<file path="config.mk">
export PLATFORM = sky130hd
export DESIGN_NAME = data_mem_io
export DESIGN_NICKNAME = d
export VERILOG_FILES = /design/src/rtl/dmem_pkg.sv /design/src/rtl/data_mem_io_out_fifo.sv /design/src/rtl/data_mem_io.sv
export SDC_FILE = /design/constraint.sdc
export NUM_CORES = 2
export LEC_CHECK = 0
export ABC_AREA = 0
export BUFFER_PORTS_ARGS = -buffer_cell sky130_fd_sc_hd__clkbuf_2
export CAP_MARGIN = 20
export CORE_MARGIN = 10
export CORE_UTILIZATION = 29
export CTS_CLUSTER_SIZE = 8
export DETAILED_ROUTE_END_ITERATION = 10
export PLACE_DENSITY = 0.53
export RECOVER_POWER = 25
export SKIP_LAST_GASP = 1
export SLEW_MARGIN = 20
export SYNTH_ARGS = -nofsm -noshare
export SYNTH_HDL_FRONTEND = slang
export SYNTH_SLANG_ARGS = --single-unit
</file>
<file path="constraint.sdc">
create_clock -name clk -period 2.2 [get_ports clk]
set_input_delay 0.11 -clock clk [delete_from_list [all_inputs] [get_ports clk]]
set_output_delay 0.11 -clock clk [all_outputs]
set_load 0.1 [all_outputs]
</file>
<file path="src/rtl/dmem_pkg.sv">
// dmem_pkg: shared constants and types for the data-side memory stage.
//   word_t        16-bit data word carried on the processor data port
//   ADDR_*        memory-mapped I/O page addresses (0xF0..0xF3)
//   STAT_*        bit positions inside the STATUS register
package dmem_pkg;

    typedef logic [15:0] word_t;

    localparam logic [7:0] ADDR_OUT    = 8'hF0;
    localparam logic [7:0] ADDR_STATUS = 8'hF1;
    localparam logic [7:0] ADDR_IN     = 8'hF2;
    localparam logic [7:0] ADDR_CYCLES = 8'hF3;

    localparam int STAT_FULL    = 0;
    localparam int STAT_EMPTY   = 1;
    localparam int STAT_OVF     = 2;
    localparam int STAT_CNT_LSB = 4;
    localparam int STAT_CNT_W   = 5;

endpackage

</file>
<file path="src/rtl/data_mem_io_out_fifo.sv">
// out_fifo: output word FIFO behind the OUT address.
//   clk, rst     clock, asynchronous active-high reset
//   push         write request, push_data is the word to store
//   pop          consumer request; ignored while empty
//   full, empty  occupancy flags
//   count        number of stored words (0..OUT_DEPTH)
//   head         word at the read pointer (meaningful only when !empty)
//   overflow     high in a cycle where a push is rejected (FIFO full, no pop)
// A pop frees a slot in the same cycle, so push+pop while full is accepted.
module out_fifo
    import dmem_pkg::*;
#(
    parameter int OUT_DEPTH = 4
) (
    input  logic                           clk,
    input  logic                           rst,
    input  logic                           push,
    input  word_t                          push_data,
    input  logic                           pop,
    output logic                           full,
    output logic                           empty,
    output logic [$clog2(OUT_DEPTH+1)-1:0] count,
    output word_t                          head,
    output logic                           overflow
);

    localparam int PW = $clog2(OUT_DEPTH);
    localparam int CW = $clog2(OUT_DEPTH + 1);

    word_t         mem [OUT_DEPTH];
    logic [PW-1:0] rd_ptr;
    logic [PW-1:0] wr_ptr;
    logic          do_pop;
    logic          do_push;

    assign full     = (count == CW'(OUT_DEPTH));
    assign empty    = (count == '0);
    assign do_pop   = pop && !empty;
    assign do_push  = push && (!full || do_pop);
    assign overflow = push && !do_push;
    assign head     = mem[rd_ptr];

    // Depth is a power of two, so pointers wrap by natural overflow.
    always_ff @(posedge clk or posedge rst) begin
        if (rst) begin
            rd_ptr <= '0;
            wr_ptr <= '0;
            count  <= '0;
        end else begin
            if (do_pop)
                rd_ptr <= rd_ptr + PW'(1);
            if (do_push)
                wr_ptr <= wr_ptr + PW'(1);
            case ({do_push, do_pop})
                2'b10:   count <= count + CW'(1);
                2'b01:   count <= count - CW'(1);
                default: count <= count;
            endcase
        end
    end

    // Storage is not reset; contents past the read pointer are don't-care.
    always_ff @(posedge clk) begin
        if (do_push)
            mem[wr_ptr] <= push_data;
    end

endmodule

</file>
<file path="src/rtl/data_mem_io.sv">
// data_mem_io: data-side memory stage with RAM and a memory-mapped I/O page.
//   clk, rst        clock, asynchronous active-high reset
//   d_addr          word address; 0x00..RAM_WORDS-1 RAM, 0xF0..0xF3 I/O page
//   d_rd, d_wr      read / write strobes (write wins when both are high)
//   w_data          write data
//   r_data          registered read data, 1-cycle latency, held between reads
//   in_port         asynchronous external input, 2-flop synchronized
//   out_data        head of output FIFO
//   out_valid       FIFO non-empty
//   out_ready       consumer accept
// Handshake: a word transfers on a rising edge where out_valid && out_ready;
// out_data is stable while out_valid is high and out_ready is low.
// Build option DATA_MEM_CYCLE_CNT_EN adds a 16-bit cycle counter at 0xF3;
// without it 0xF3 is unmapped.
module data_mem_io
    import dmem_pkg::*;
#(
    parameter int OUT_DEPTH = 4,
    parameter int RAM_WORDS = 240
) (
    input  logic        clk,
    input  logic        rst,
    input  logic [7:0]  d_addr,
    input  logic        d_rd,
    input  logic        d_wr,
    input  logic [15:0] w_data,
    output logic [15:0] r_data,
    input  logic [15:0] in_port,
    output logic [15:0] out_data,
    output logic        out_valid,
    input  logic        out_ready
);

    localparam int             RAM_AW    = $clog2(RAM_WORDS);
    localparam int             CW        = $clog2(OUT_DEPTH + 1);
    localparam logic [8:0]     RAM_LIMIT = 9'(RAM_WORDS);

    word_t          ram [RAM_WORDS];
    word_t          sync1;
    word_t          sync2;
    word_t          status;
    word_t          rd_value;
    logic           overflow_flag;
    logic           in_ram;
    logic           rd_en;
    logic           push;
    logic           fifo_full;
    logic           fifo_empty;
    logic           fifo_ovf;
    logic [CW-1:0]  fifo_count;

    assign in_ram = ({1'b0, d_addr} < RAM_LIMIT);
    // A simultaneous write suppresses the read entirely.
    assign rd_en  = d_rd && !d_wr;
    assign push   = d_wr && (d_addr == ADDR_OUT);

    out_fifo #(.OUT_DEPTH(OUT_DEPTH)) u_out_fifo (
        .clk       (clk),
        .rst       (rst),
        .push      (push),
        .push_data (w_data),
        .pop       (out_valid && out_ready),
        .full      (fifo_full),
        .empty     (fifo_empty),
        .count     (fifo_count),
        .head      (out_data),
        .overflow  (fifo_ovf)
    );

    assign out_valid = !fifo_empty;

    always_comb begin
        status                                 = '0;
        status[STAT_FULL]                      = fifo_full;
        status[STAT_EMPTY]                     = fifo_empty;
        status[STAT_OVF]                       = overflow_flag;
        status[STAT_CNT_LSB +: STAT_CNT_W]     = STAT_CNT_W'(fifo_count);
    end

`ifdef DATA_MEM_CYCLE_CNT_EN
    word_t cycles;

    // A write to CYCLES overrides that edge's increment.
    always_ff @(posedge clk or posedge rst) begin
        if (rst)
            cycles <= '0;
        else if (d_wr && (d_addr == ADDR_CYCLES))
            cycles <= '0;
        else
            cycles <= cycles + 16'd1;
    end
`endif

    always_comb begin
        rd_value = '0;
        if (in_ram) begin
            rd_value = ram[d_addr[RAM_AW-1:0]];
        end else begin
            case (d_addr)
                ADDR_STATUS: rd_value = status;
                ADDR_IN:     rd_value = sync2;
`ifdef DATA_MEM_CYCLE_CNT_EN
                ADDR_CYCLES: rd_value = cycles;
`endif
                default:     rd_value = '0;
            endcase
        end
    end

    always_ff @(posedge clk) begin
        if (d_wr && in_ram)
            ram[d_addr[RAM_AW-1:0]] <= w_data;
    end

    // Overflow is sticky; a STATUS read returns it and then clears it,
    // unless a rejected push lands on the same edge.
    always_ff @(posedge clk or posedge rst) begin
        if (rst) begin
            r_data        <= '0;
            sync1         <= '0;
            sync2         <= '0;
            overflow_flag <= 1'b0;
        end else begin
            sync1 <= in_port;
            sync2 <= sync1;
            if (rd_en)
                r_data <= rd_value;
            if (fifo_ovf)
                overflow_flag <= 1'b1;
            else if (rd_en && (d_addr == ADDR_STATUS))
                overflow_flag <= 1'b0;
        end
    end

endmodule

</file>
== Word level (Yosys, flattened, before mapping) ==
Memories as Yosys holds them, arrays and structs flattened.
Index checks and enable logic that the tools add are counted.
Cells by class
  equal/unequal tests: 6
  multiplexer cells: 9
  $lt $le $gt $ge: 1
  reduce and logical (&&, ||, !) cells: 16
  $add $sub $neg: 4
Operators by type and width (count)
  16-bit one-hot mux with 2 select lines: 1
  8-bit equality test (second input constant): 3
  16-bit 2-to-1 mux: 1
  1-bit logical AND: 8
  8-bit < comparator (second input constant): 1
  1-bit 2-to-1 mux: 6
  3-bit one-hot mux with 2 select lines: 1
  2-bit by 1-bit adder with 2-bit output (second input constant): 2
  1-bit logical NOT: 4
  2-bit nonzero test: 2
  3-bit by 1-bit adder with 3-bit output (second input constant): 1
  3-bit equality test (second input constant): 1
  3-bit logical NOT: 1
  3-bit by 1-bit subtractor with 3-bit output (second input constant): 1
  2-bit by 1-bit equality test with 1-bit output (second input constant): 1
  2-bit equality test (second input constant): 1
  1-bit logical OR: 1
Storage, ports and cells
  register bits: 56
  memories kept: 2
  bits of input ports: 45
  bits in writable memories: 3904
  word-level logic and storage cells: 45
Memory list
  ram: words 240, bits a word 16, rd ports 1, clocked after memory_dff 0, write ports 1, line data_mem_io.sv:38  | word_t ram [RAM_WORDS];
  u_out_fifo.mem: words 4, bits a word 16, rd ports 1, clocked after memory_dff 0, write ports 1, line data_mem_io_out_fifo.sv:30  | word_t mem [OUT_DEPTH];

== Logic depth before layout (Yosys ltp) ==
  depth in word-level cells: 9
  gate-level depth with buffers: 17

== Hierarchy ==
From an unflattened synthesis, not the netlist that was laid out.
Second synthesis, totals
  cells, all modules: 6728
  area, all modules: 151245.1 um^2
By module, submodules not included
  data_mem_io: sequential area each 116536.8 um^2, area each 148403.6 um^2, cells an instance 6590, times used 1
  out_fifo: sequential area each 2097.0 um^2, area each 2841.5 um^2, cells an instance 138, times used 1

== Worst setup path after synthesis ==
OpenSTA, ideal clock, no wires.
  path kind: in2reg
  from: input port d_addr[0]
  to: memory ram[129][0] (netlist name), enable pin
  stages on the path: 10
  library setup time: 388 ps
  path slack: -895 ps
  arrival: 2707 ps
  buffers on the path: 6
  cells stage by stage: buf_2 -> buf_6 -> buf_6 -> buf_4 -> buf_4 -> inv_1 -> nor4_4 -> nand3_1 -> buf_2 -> nor2_1
On the way
  cells in the longest elaborated chain, start to end: 4
Ends and longest elaborated chain
  start: declaration: line data_mem_io.sv:23  | input logic [7:0] d_addr,
  8-bit < comparator: line data_mem_io.sv:52  | assign in_ram = ({1'b0, d_addr} < RAM_LIMIT);
  1-bit logical AND: line data_mem_io.sv:111  | if (d_wr && in_ram)
  1-bit 2-to-1 mux: line data_mem_io.sv:111
  1-bit 2-to-1 mux (not written as such): line data_mem_io.sv:112  | ram[d_addr[RAM_AW-1:0]] <= w_data;
  end: declaration: line data_mem_io.sv:38
Parallel ways exist; a longest one is shown, timed or not.

== Worst setup path in the final report ==
  from: memory ram[39][15] (netlist name)
  to: register r_data[15]
On the way
  cells in the longest elaborated chain, start to end: 2
Ends and longest elaborated chain
  memory read 240 x 16 bit
  16-bit 2-to-1 mux: line data_mem_io.sv:96  | if (in_ram) begin
  end signal: assignment: line data_mem_io.sv:127  | r_data <= rd_value;
  end: declaration: line data_mem_io.sv:27  | output logic [15:0] r_data,
No other way between the ends.
A chain may end at the register's enable or synchronous reset.

==> flow_summary_export.csv <==
group,metric,value,unit
routing,first_pass_iters,5,
floorplan,rows,265,
setup_path,cp_slowest_cell,"mux4_2",
cts,cts_tree,"done",
min_path,hold_end,"r_data[9]",
routing,wl_per_cell,30.6,um
cts,cts_buffers,567,
timing,final.min_clock_period,2.73,ns
job,drv_cap,13,
power,ir_worst_vdd,0.779,mV
min_path,min_from,"d_addr[4]",
cts,htree_num_levels,6,
setup_path,r2r_end,"r_data[15]",
routing,drc,0,
routing,drtIter0Drc,9428,
power,p_per_area,915,nW/um^2
timing,worstMarginPinSlew,2.68,ns
floorplan,die_y,743,um
floorplan,die_area,553000,um^2
timing,whs,0.146,ns
yosys,ys_seq_area_share,78.2,%
yosys,synth_nets,6653,
setup_path,timing.rr.start,"ram[39][15]",
setup_path,worst-r2r-cell-count,6,
yosys,netlist_area,152000,um^2
routing,ant_nets,0,
cts,clockRootBuffer,"clkbuf_16",
yosys,ys_seq_elements,3960,
layout,layout_common_cells,"edfxtp_1 (3904), mux4_2 (1047), buf_4 (701)",
run_status,failed_checks,"max-capacitance violations, max-slew violations, negative setup slack",
placement,post-place-ws,-1.59,ns
setup_path,cpPeakStageDelay,0.49,ns
floorplan,start_util,29.1,%
power,p_leak,61.3,nW
global_routing,grt_max_degree,102,
yosys,synth_area_leaders,"edfxtp_1 (77%), mux4_2 (16%), mux2i_1 (1.5%), dfrtp_1 (0.92%), nor2_1 (0.68%)",
layout,design_area,192000,um^2
routing,vias,77700,
floorplan,num_io_pins,78,
routing,finalWirelength,466000,um
placement,hpwl,301000,um
layout,multi_input_area,33300,um^2
yosys,synth_edf_count,3904,
setup_path,crit_path_frequent_cell,"mux4_2",
placement,gp_congestion,0.876,
yosys,async_flop_share,1.41,%
layout,seq_area,119000,um^2
timing,grt_setup_unrepaired,"yes",
layout,final_common_cell,"edfxtp_1",
global_routing,grt_pass1_vias,79900,
placement,place_area,175000,um^2
timing,setup_ws,-0.530,ns
floorplan,die_w,743,um
timing,fin_skew,0.0978,ns
setup_path,cp-start-kind,"flop",
timing,period_share,124,%
setup_path,critPathCaptureType,"flop",
placement,port-buffer-count,77,
min_path,hold_depth,6,
yosys,yosysWarnings,0,
global_routing,grt_pass1_wl,646000,um
yosys,yosys.area.top_type,"edfxtp_1",
timing,max_freq,366,MHz
run_status,status,"finished with violations",
layout,fillers,47100,
routing,vias_per_cell,5.10,
timing,slew_headroom,-78.7,%
global_routing,grt_overflow,0,
layout,syn_to_final_growth,26.8,%
global_routing,antenna_found_initial,40,
setup_path,crit_required,3.09,ns
cts,ctsLongestPathBuffers,4,
yosys,synth_top_area_share,77.2,%
timing,drv_slew,699,
cts,path_clk_slew,0.05,ns
setup_path,crit_fanout,1,
setup_path,r2r_setup_slack,-0.53,ns
setup_path,crit_chain,"mux4_2 -> mux4_2 -> o21ai_2 -> buf_6 -> nand4_1 -> o31a_1",
timing,setup_viol,742,
global_routing,grt_use_total,16.4,%
yosys,synth_ff_type,"edfxtp_1",
cts,clk_latency,1.07,ns
setup_path,crit_arrival,3.62,ns
yosys,syn-instance-count,6602,
cts,cts_sinks,3960,
yosys,yosysUniqueCellTypes,63,
layout,layout-drive-gt1-share,40.4,%
setup_path,crit_type,"reg -> reg",
timing,hold_viol,0,
layout,num-nets-final,8174,
min_path,hp-class,"in -> reg",
yosys,syn_avg_cell_area,23.0,um^2
floorplan,core,521000,um^2
==> logic make-up (layout without fill, tap and decap cells) <==
| family | count (synthesis) | in the layout | share of synthesized area [%] |
|---|---|---|---|
| AOI/OAI and AO/OA | 307 | 307 | 1.43 |
| xor gates and xnor gates | 6 | 6 | 0.0346 |
| adders and majority gates | 6 | 6 | 0.0544 |
| buffers and inverters | 389 | 2061 | 1.42 |
| DFF | 3960 | 3960 | 78.2 |
| muxes | 1278 | 1278 | 17.1 |
| other | 0 | 8 | 0 |
| and+or+nand+nor | 656 | 656 | 1.85 |
==> cell usage after synthesis, drive strengths merged (12+ instances only) <==
| master | instances |
|---|---|
| dfrtp | 56 |
| nand2 | 213 |
| mux4 | 1047 |
| buf | 233 |
| o22ai | 32 |
| edfxtp | 3904 |
| clkbuf | 144 |
| a22oi | 101 |
| a211oi | 12 |
| nand4 | 22 |
| o21ai | 14 |
| a31oi | 28 |
| a21oi | 48 |
| mux2i | 230 |
| a32oi | 20 |
| nor2b | 13 |
| a221oi | 14 |
| and2 | 14 |
| nor2 | 276 |
| nand3 | 81 |
==> per-layer routing <==
metal  GRT usage, %  wire length, um  up-vias
li1               -                -    31000
met2           25.3           213000     3458
met1           22.9           195000    42500
met5              0              102        -
met4           4.96            14800       16
met3           4.02            43100      723
==> power breakdown <==
group	switching, mW	total, mW	internal [mW]
Clock	31.9	79.0	47.1
Sequential	0.361	83.7	83.4
Combinational	8.10	13.3	5.21
Total	40.4	176	136
==> per-stage QoR <==
stage	instances	util (%)	total power, mW	setup TNS (ns)
CTS	15200	36.9	177	-10.23
finish	15200	36.9	176	-90.72
global route	15200	36.9	181	-159.17
global placement	14400	33.6	97.6	-2201.41
detailed placement	14400	33.6	97.7	-2148.30
floorplan	6602	-	91.0	-1175.62
==> area by class of cell <==
class	instances	share of cell area, %
Clock inverter	56	0.574
Inverter	12	0.0371
Multi-Input combinational cell	2253	17.3
Timing Repair Buffer	1329	8.26
Tap cell	6942	4.51
Clock buffer	664	7.65
Sequential cell	3960	61.7
Antenna cell	8	0.0104
==> state kept, by name (all words and copies together) (netlist names) <==
name               flops
ram                 3840
u_out_fifo.rd_ptr      2
overflow_flag          1
sync1                 16
u_out_fifo.count       3
u_out_fifo.mem        64
u_out_fifo.wr_ptr      2
sync2                 16
r_data                16
==> worst max-delay path: cells and delay by family, from the launching register on <==
kind                   cells  cell delay (ns)
AOI/OAI and AO/OA          2             0.58
DFF                        1             0.37
and+or+nand+nor            1             0.47
muxes                      2             0.96
buffers and inverters      1             0.17
==> how the worst max path moves through the flow <==
stage,startpoint,endpoint,slack [ns],cells past startpoint
2_1_floorplan,d_addr[0],ram[49][0],-0.35,10
3_3_place_gp,d_addr[0],r_data[15],-1.65,11
3_5_place_dp,d_addr[0],r_data[15],-1.59,11
4_1_cts,ram[19][4],r_data[4],-0.47,7
5_1_grt,ram[39][15],r_data[15],-0.57,6
6_report,ram[39][15],r_data[15],-0.53,6
==> timing repair <==
item                                     CTS  global route
hold endpoints to repair                4000             0
endpoints found under the setup margin   115           378
resized for setup                        149            61
pin swaps                                 51            45
hold buffers                              59             0
gates cloned                               0             1
setup buffers                              3            13
(Power assumes the default switching activity.)
